--- src/rtl/wb_arbiter.sv ---
// rtl/wb_arbiter.sv - register-file write-port arbiter between an ALU and a buffered load path
//
// Purpose: merges ALU results (no backpressure, highest priority) and load
// results (valid/ready) onto a single registered register-file write port.
// Loads that lose to the ALU wait in a 2-entry in-order FIFO. An ALU write
// cancels older buffered loads to the same register.
//
// Ports:
//   Clock, nReset          clock (rising edge), async active-low reset
//   AluValid/AluRw/AluData ALU result, always accepted
//   LdValid/LdReady        load handshake; LdReady = FIFO not full
//   LdRw/LdData            load destination and data
//   We/Rw/WData            registered register-file write port
//   Pending                per-register flag: a valid buffered load targets it
module wb_arbiter #(
  parameter int n         = 16,
  parameter int reg_count = 8,
  parameter int addr_size = 3
) (
  input  logic                 Clock,
  input  logic                 nReset,
  input  logic                 AluValid,
  input  logic [addr_size-1:0] AluRw,
  input  logic [n-1:0]         AluData,
  input  logic                 LdValid,
  output logic                 LdReady,
  input  logic [addr_size-1:0] LdRw,
  input  logic [n-1:0]         LdData,
  output logic                 We,
  output logic [addr_size-1:0] Rw,
  output logic [n-1:0]         WData,
  output logic [reg_count-1:0] Pending
);

  // FIFO is kept as a shift structure: entry 0 is always the head, and
  // slots at or beyond the occupancy count are held invalid.
  logic [1:0]           r_count;
  logic                 r_ev   [2];
  logic [addr_size-1:0] r_erw  [2];
  logic [n-1:0]         r_ed   [2];
  logic                 r_we;
  logic [addr_size-1:0] r_rw;
  logic [n-1:0]         r_wdata;

  logic [1:0]           w_count;
  logic                 w_ev   [2];
  logic [addr_size-1:0] w_erw  [2];
  logic [n-1:0]         w_ed   [2];
  logic                 w_we;
  logic [addr_size-1:0] w_rw;
  logic [n-1:0]         w_wdata;
  logic                 w_accept;
  logic                 w_push;
  logic                 w_idx;
  logic [reg_count-1:0] w_pending;

  assign LdReady  = (r_count != 2'd2);
  assign w_accept = LdValid && LdReady;

  always_comb begin
    w_we    = 1'b0;
    w_rw    = r_rw;
    w_wdata = r_wdata;
    w_count = r_count;
    w_push  = w_accept;
    w_idx   = 1'b0;
    for (int i = 0; i < 2; i++) begin
      w_ev[i]  = r_ev[i];
      w_erw[i] = r_erw[i];
      w_ed[i]  = r_ed[i];
    end

    if (AluValid) begin
      w_we    = 1'b1;
      w_rw    = AluRw;
      w_wdata = AluData;
      // The ALU result is younger than anything buffered: kill stale loads.
      for (int i = 0; i < 2; i++) begin
        if (r_erw[i] == AluRw) w_ev[i] = 1'b0;
      end
    end else if (r_count != 2'd0) begin
      w_we    = r_ev[0];
      w_rw    = r_erw[0];
      w_wdata = r_ed[0];
      w_ev[0]  = r_ev[1];
      w_erw[0] = r_erw[1];
      w_ed[0]  = r_ed[1];
      w_ev[1]  = 1'b0;
      w_count  = r_count - 2'd1;
    end else if (w_accept) begin
      w_we    = 1'b1;
      w_rw    = LdRw;
      w_wdata = LdData;
      w_push  = 1'b0;
    end

    // Push lands after any pop; count here is 0 or 1 since LdReady gates it.
    if (w_push) begin
      w_idx        = w_count[0];
      w_ev[w_idx]  = !(AluValid && (LdRw == AluRw));
      w_erw[w_idx] = LdRw;
      w_ed[w_idx]  = LdData;
      w_count      = w_count + 2'd1;
    end
  end

  always_comb begin
    w_pending = '0;
    for (int i = 0; i < 2; i++) begin
      if (r_ev[i]) w_pending[r_erw[i]] = 1'b1;
    end
  end

  always_ff @(posedge Clock or negedge nReset) begin
    if (!nReset) begin
      r_count <= 2'd0;
      r_we    <= 1'b0;
      r_rw    <= '0;
      r_wdata <= '0;
      for (int i = 0; i < 2; i++) begin
        r_ev[i]  <= 1'b0;
        r_erw[i] <= '0;
        r_ed[i]  <= '0;
      end
    end else begin
      r_count <= w_count;
      r_we    <= w_we;
      r_rw    <= w_rw;
      r_wdata <= w_wdata;
      for (int i = 0; i < 2; i++) begin
        r_ev[i]  <= w_ev[i];
        r_erw[i] <= w_erw[i];
        r_ed[i]  <= w_ed[i];
      end
    end
  end

  assign We      = r_we;
  assign Rw      = r_rw;
  assign WData   = r_wdata;
  assign Pending = w_pending;

endmodule

--- config.mk ---
export PLATFORM = sky130hd
export DESIGN_NAME = wb_arbiter
export DESIGN_NICKNAME = d
export VERILOG_FILES = /design/src/rtl/wb_arbiter.sv
export SDC_FILE = /design/constraint.sdc
export NUM_CORES = 1
export LEC_CHECK = 0
export CORE_MARGIN = 1.5
export CORE_UTILIZATION = 25
export DETAILED_ROUTE_END_ITERATION = 12
export DONT_BUFFER_PORTS = 1
export GPL_TIMING_DRIVEN = 0
export PLACE_DENSITY = 0.49
export SLEW_MARGIN = 20
export SYNTH_ARGS = -nofsm -noshare
export SYNTH_HDL_FRONTEND = slang
export SYNTH_SLANG_ARGS = --single-unit
export TNS_END_PERCENT = 50
--- constraint.sdc ---
create_clock -name Clock -period 2.1 [get_ports Clock]
set_input_delay 0.42 -clock Clock [delete_from_list [all_inputs] [get_ports Clock]]
set_output_delay 0.42 -clock Clock [all_outputs]
set_load 0.02 [all_outputs]
# Yosys cells after proc, flatten, opt, wreduce, memory -nomap -nowiden
# Cells that the tools add are included.
[word_totals]
inputBits = 42
wordCells = 72
output_inout_bits = 29
mem_count = 0
register_bits = 62
mem_bits_rw = 0
rom_bits = 0
latchBits = 0
[op_classes]
n_reduce_logical = 8
mul = 0
addsub = 2
n_bitwise = 2
magnitude_cmp = 6
n_div = 0
eq_ne = 4
n_mux = 40
n_shift = 0
[ops]
columns = ["operator", "n"]
rows = [
  ["$mux W16", 6],
  ["$bwmux W32", 1],
  ["$mux W32", 1],
  ["$mux W3", 6],
  ["$demux W16 S1", 1],
  ["$mux W8", 2],
  ["$mux W2", 6],
  ["$mux W1", 10],
  ["$eq A3 B3 Y1", 3],
  ["$lt A3 B4 Y1 const B", 2],
  ["$or A8 B8 Y8", 1],
  ["$bwmux W6", 1],
  ["$demux W1 S3", 2],
  ["$ge A3 B1 Y1 const B", 2],
  ["$mux W6", 1],
  ["$logic_and A1 B1 Y1", 5],
  ["$demux W3 S1", 1],
  ["$reduce_bool A3 Y1", 1],
  ["$add A2 B1 Y2 const B", 1],
  ["$bwmux W2", 1],
  ["$ge A2 B2 Y1 const B", 1],
  ["$lt A2 B1 Y1 const B", 1],
  ["$ne A2 B2 Y1 const B", 1],
  ["$not A1 Y2", 1],
  ["4 further kinds", 4],
]

# Depth between registers and ports, before layout
[depth]
depth_word = 10
depth_mapped = 7
depth_no_buf = 5

# Worst setup path before layout
# Ideal clock, no wire load.
[synth_path]
kind = "in2reg"
start = "in LdValid"
end = "reg (tool-made name)"
n_path_buf = 3
setup_time_ps = 125
arrival_time_ps = 1836
cell_stages = 6
path_slack_ps = 139
path_cell_list = "buf_2 -> clkbuf_1 -> o21a_1 -> ha_1 -> clkbuf_1 -> mux2_2"
[synth_lines]
columns = ["element", "line", "source"]
rows = [
  ["start: declaration", "25", "input logic LdValid,"],
]

==> results_tabular.tex <==
\begin{tabular}{lr}
\hline
Metric & Value \\
\hline
\multicolumn{2}{l}{\textbf{Global route}} \\
\quad Pin count of the biggest net entering global routing & 63 \\
\quad Met1 GRT Util & between 15 and 20\% \\
\quad Gr ovfl total & 0 \\
\quad Vias in the first global route & $\sim$2600 \\
\quad Wire length of the first global-routing pass & between 10000 and 15000 um \\
\quad Antenna violations before repair & 0 \\
\quad Total routing resource utilization after global routing & 15.46\% \\
\quad Fraction of met3 tracks used by global routing & 5.999\% \\
\quad Met2 track utilization from global routing & about a quarter \\
\quad Most crowded layer after global routing & met2 \\
\multicolumn{2}{l}{\textbf{Final layout}} \\
\quad Fin util & between 20\% and 30\% \\
\quad Antenna diode count & 0 \\
\quad Area taken by flip-flops and latches & between 1500 and 2000 um\^{}2 \\
\quad Fin nets & roughly 380 \\
\quad Layout Area Growth over Synthesis & 16.11\% \\
\quad Combined area of the multi-input logic cells & between 1000 and 1500 um\^{}2 \\
\quad Fill count & 1245 \\
\quad Share of cells above drive strength 1 & between 15 and 20\% \\
\quad Post-route cell area & between 3000 and 4000 um\^{}2 \\
\multicolumn{2}{l}{\textbf{Die}} \\
\quad X dimension of the die & 113.3 um \\
\quad Initial core utilization & about a quarter \\
\quad Die Footprint & around 13000 um\^{}2 \\
\quad Row cnt & 40 \\
\quad Number of top-level pins & 71 \\
\quad Vert. Die Dim & around 110 um \\
\quad Core Area & about 12000 um\^{}2 \\
\multicolumn{2}{l}{\textbf{Hold path}} \\
\quad Tightest Hold Check Type & in -> reg \\
\multicolumn{2}{l}{\textbf{Logic synthesis}} \\
\quad Syn\_nets & 364 \\
\quad Post-synthesis sequential element count & 62 \\
\quad Netlist Area Pre-Place & approximately 3000 um\^{}2 \\
\quad Distinct cell type count after synthesis & 30 \\
\quad Synth warn & 0 \\
\quad Average instance area after synthesis & $\sim$9.5 um\^{}2 \\
\quad Synth Instances & around 320 \\
\quad Sequential fraction of the synthesis area & between 50\% and 60\% \\
\multicolumn{2}{l}{\textbf{Timing}} \\
\quad Total negative slack for setup checks & 0 ps \\
\quad Post-route fraction of the period consumed by the critical path & a little over nine tenths \\
\quad Shortest clock period the worst path allows after layout & approximately 2000 ps \\
\quad Slew of the pin with the lowest slew margin & roughly 750 ps \\
\quad Fmax achieved & 0.4936 GHz \\
\quad Crit path setup slack, layout & roughly 74 ps \\
\quad Setup repair after global routing missed its margin & no \\
\quad Slew Limit Fails & 0 \\
\quad Worst rel slew slack & about 50\% \\
\quad Hold violation count in the final report & 0 \\
\quad Setup skew after layout & between 7 and 8 ps \\
\quad Number of endpoints failing setup at the final stage & 0 \\
\multicolumn{2}{l}{\textbf{Power}} \\
\quad Relative contribution of combinational cells to total power & about a third \\
\quad Fraction of power consumed by the clock network & between 20\% and 30\% \\
\quad Reported leakage power & approximately 1.4 nW \\
\quad Net Sw Frac & 40.64\% \\
\quad Portion of total power attributed to sequential cells & 40.9\% \\
\quad Switching power & about 2.3 mW \\
\quad Total Power & $\sim$5.6 mW \\
\quad Power per Cell Area & roughly 1600 nW/um\^{}2 \\
\quad Worst vdd ir & between 0.0004 and 0.0005 V \\
\quad Internal power & approximately 3.3 mW \\
\multicolumn{2}{l}{\textbf{Clock network}} \\
\quad Number of buffers added by the clock tree synthesis step & 9 \\
\quad Clock root buffer master & sky130\_fd\_sc\_hd\_\_clkbuf\_16 \\
\quad Clock insertion delay at the later pin of the skew report & roughly 330 ps \\
\quad Clock slew at reported path FFs & about 50 ps \\
\quad Number of setup buffers added after CTS & 0 \\
\quad Max Buffers Root-to-Sink & 2 \\
\quad H-tree depth reported by CTS & 3 \\
\quad Clock tree from TritonCTS & built \\
\quad CTS Sinks & between 60 and 70 \\
\multicolumn{2}{l}{\textbf{Worst setup path}} \\
\quad Startpoint type of the worst setup path & flop \\
\quad Nature of the critical path endpoint & output pin \\
\quad Maximum fanout encountered on the critical timing path & 5 \\
\quad Arr. time, crit path & 1610 ps \\
\quad Crit path kind & reg -> out \\
\quad Crit path required time & about 1700 ps \\
\multicolumn{2}{l}{\textbf{Routing}} \\
\quad Post-DR vias/cell & just over 5 \\
\quad Total DRC errors in the routed layout & 0 \\
\quad Post-route ant nets & 0 \\
\quad Number of search-and-repair iterations in the first detailed-routing pass & 5 \\
\quad Wirelength per Cell & around 20 um \\
\quad Drt first-iter violations & 119 \\
\quad Final routed wirelength across all metal layers & about 9400 um \\
\quad Total number of vias & 2506 \\
\multicolumn{2}{l}{\textbf{Placement}} \\
\quad HPWL after detailed placement & 6423 um \\
\quad Weighted congestion at the end of routability-driven global placement & a little under 0.8 \\
\quad Setup WS pre-CTS & -379.3 ps \\
\quad Total of buffers placed on input and output ports & 0 \\
\quad Standard cell area after detailed placement & $\sim$3200 um\^{}2 \\
\multicolumn{2}{l}{\textbf{Flow run}} \\
\quad Count of maximum capacitance violations & 0 \\
\multicolumn{2}{l}{\textbf{Status}} \\
\quad Outcome & complete, no violations \\
\hline
\end{tabular}
## synthesized netlist by cell type
master / count / share of area [%]
sky130_fd_sc_hd__a21oi_1: 19 / 3.1
sky130_fd_sc_hd__a221o_1: 10 / 3.3
sky130_fd_sc_hd__a31oi_1: 20 / 4.1
sky130_fd_sc_hd__a32o_1: 1 / 0.33
sky130_fd_sc_hd__buf_2: 13 / 2.1
sky130_fd_sc_hd__buf_4: 1 / 0.25
sky130_fd_sc_hd__buf_6: 1 / 0.37
sky130_fd_sc_hd__clkbuf_1: 11 / 1.4
sky130_fd_sc_hd__clkinv_1: 1 / 0.12
sky130_fd_sc_hd__dfrtp_1: 62 / 51
sky130_fd_sc_hd__ha_1: 1 / 0.41
sky130_fd_sc_hd__inv_1: 2 / 0.25
sky130_fd_sc_hd__mux2_2: 18 / 6.7
sky130_fd_sc_hd__nand2_1: 59 / 7.3
sky130_fd_sc_hd__nand2b_1: 7 / 1.4
sky130_fd_sc_hd__nand3_1: 13 / 2.1
sky130_fd_sc_hd__nand3b_1: 9 / 2.2
sky130_fd_sc_hd__nand4_1: 4 / 0.82
sky130_fd_sc_hd__nor2_1: 24 / 3.0
sky130_fd_sc_hd__nor2b_1: 1 / 0.21
sky130_fd_sc_hd__nor3_1: 1 / 0.16
sky130_fd_sc_hd__o211ai_1: 1 / 0.25
sky130_fd_sc_hd__o21a_1: 1 / 0.25
sky130_fd_sc_hd__o21ai_0: 12 / 2.0
sky130_fd_sc_hd__o22ai_1: 15 / 3.1
sky130_fd_sc_hd__o32ai_1: 2 / 0.58
sky130_fd_sc_hd__or2_2: 1 / 0.21
sky130_fd_sc_hd__or2_4: 1 / 0.29
sky130_fd_sc_hd__or3_1: 1 / 0.21
sky130_fd_sc_hd__xnor2_1: 9 / 2.6
## cell families after synthesis
family                     after synthesis  share of synthesized area, %
and+or+nand+nor                        121                         17.92
AOI/OAI and AO/OA                       81                         16.98
DFF                                     62                         50.97
buffers and inverters                   29                         4.480
muxes                                   18                         6.658
xor gates and xnor gates                 9                         2.590
adders and majority gates                1                        0.4109
## power groups by stage
| stage | clock network [mW] | registers (mW) | logic [mW] |
|---|---|---|---|
| floorplan | 0 | 2.20 | 1.52 |
| CTS | 1.38 | 2.31 | 1.99 |
| global placement | 0 | 2.31 | 1.90 |
| global route | 1.42 | 2.38 | 2.21 |
| finish | 1.34 | 2.30 | 1.98 |
| detailed placement | 0 | 2.32 | 1.95 |
## timing repair
| action | in CTS | in global routing |
|---|---|---|
| gates resized for setup | 2 | 2 |
| hold buffers | 2 | 0 |
| pin swaps | 0 | 0 |
| setup endpoints to repair | 18 | 18 |
| endpoints found under the hold margin | 62 | 0 |
## layer usage
layer / up-vias / wire length [um] / part of all wire [%]
met5: - / 0 / 0
met4: 0 / 93 / 0.98
met3: 5 / 719 / 7.6
met2: 64 / 4400 / 47
met1: 1270 / 4230 / 45
li1: 1167 / - / -
## layout by cell type (no fill, tap or decap), types with 4 or more instances in the layout
| cell | instances |
|---|---|
| sky130_fd_sc_hd__nand4_1 | 4 |
| sky130_fd_sc_hd__a21oi_1 | 19 |
| sky130_fd_sc_hd__buf_2 | 15 |
| sky130_fd_sc_hd__a221o_1 | 10 |
| sky130_fd_sc_hd__xnor2_1 | 9 |
| sky130_fd_sc_hd__nor2_1 | 24 |
| sky130_fd_sc_hd__clkinv_2 | 5 |
| sky130_fd_sc_hd__clkbuf_1 | 9 |
| sky130_fd_sc_hd__nand2_1 | 59 |
| sky130_fd_sc_hd__o21ai_0 | 12 |
| sky130_fd_sc_hd__clkbuf_16 | 9 |
| sky130_fd_sc_hd__nand3b_1 | 9 |
| sky130_fd_sc_hd__o22ai_1 | 15 |
| sky130_fd_sc_hd__mux2_2 | 18 |
| sky130_fd_sc_hd__dfrtp_1 | 62 |
| sky130_fd_sc_hd__nand3_1 | 13 |
| sky130_fd_sc_hd__a31oi_1 | 20 |
| sky130_fd_sc_hd__nand2b_1 | 7 |
## per-stage QoR
stage	instances	hold WS, ps
after floorplan	321	124.4
after global placement	468	128.1
after detailed placement	468	128.0
after CTS	486	224.6
after global routing	486	230.5
final	486	229.5
## worst max-delay path, cell delays in order (launching register included)
cell and delay [ps]:
sky130_fd_sc_hd__dfrtp_1 430, sky130_fd_sc_hd__inv_1 120, sky130_fd_sc_hd__nand2_1 100, sky130_fd_sc_hd__o32ai_1 630
## worst paths after layout
path | end | from | depth (start not counted) | slack [ps]
setup / recovery | Pending[0] | flop | 3 | 70
setup reg to reg | flop | r_count[0]$_DFF_PN0_ | 6 | 110
hold / removal | flop | LdRw[0] | 2 | 230
min in group asynchronous | async pin | nReset | 2 | 660
hold reg to reg | flop | flop | 1 | 500
max in group asynchronous | async pin | nReset | 2 | 1180
## cell type report
class,instances,share of cell area [%]
plain buffers,26,3.611
repair buffers,2,1.062
clock inverters,7,1.168
inverters,3,0.3186
well taps,147,5.204
flip-flops and latches,62,43.89
clock buffers,9,6.372
multi-input cells,230,38.37
Note: power is estimated with default switching activity, not from simulation.
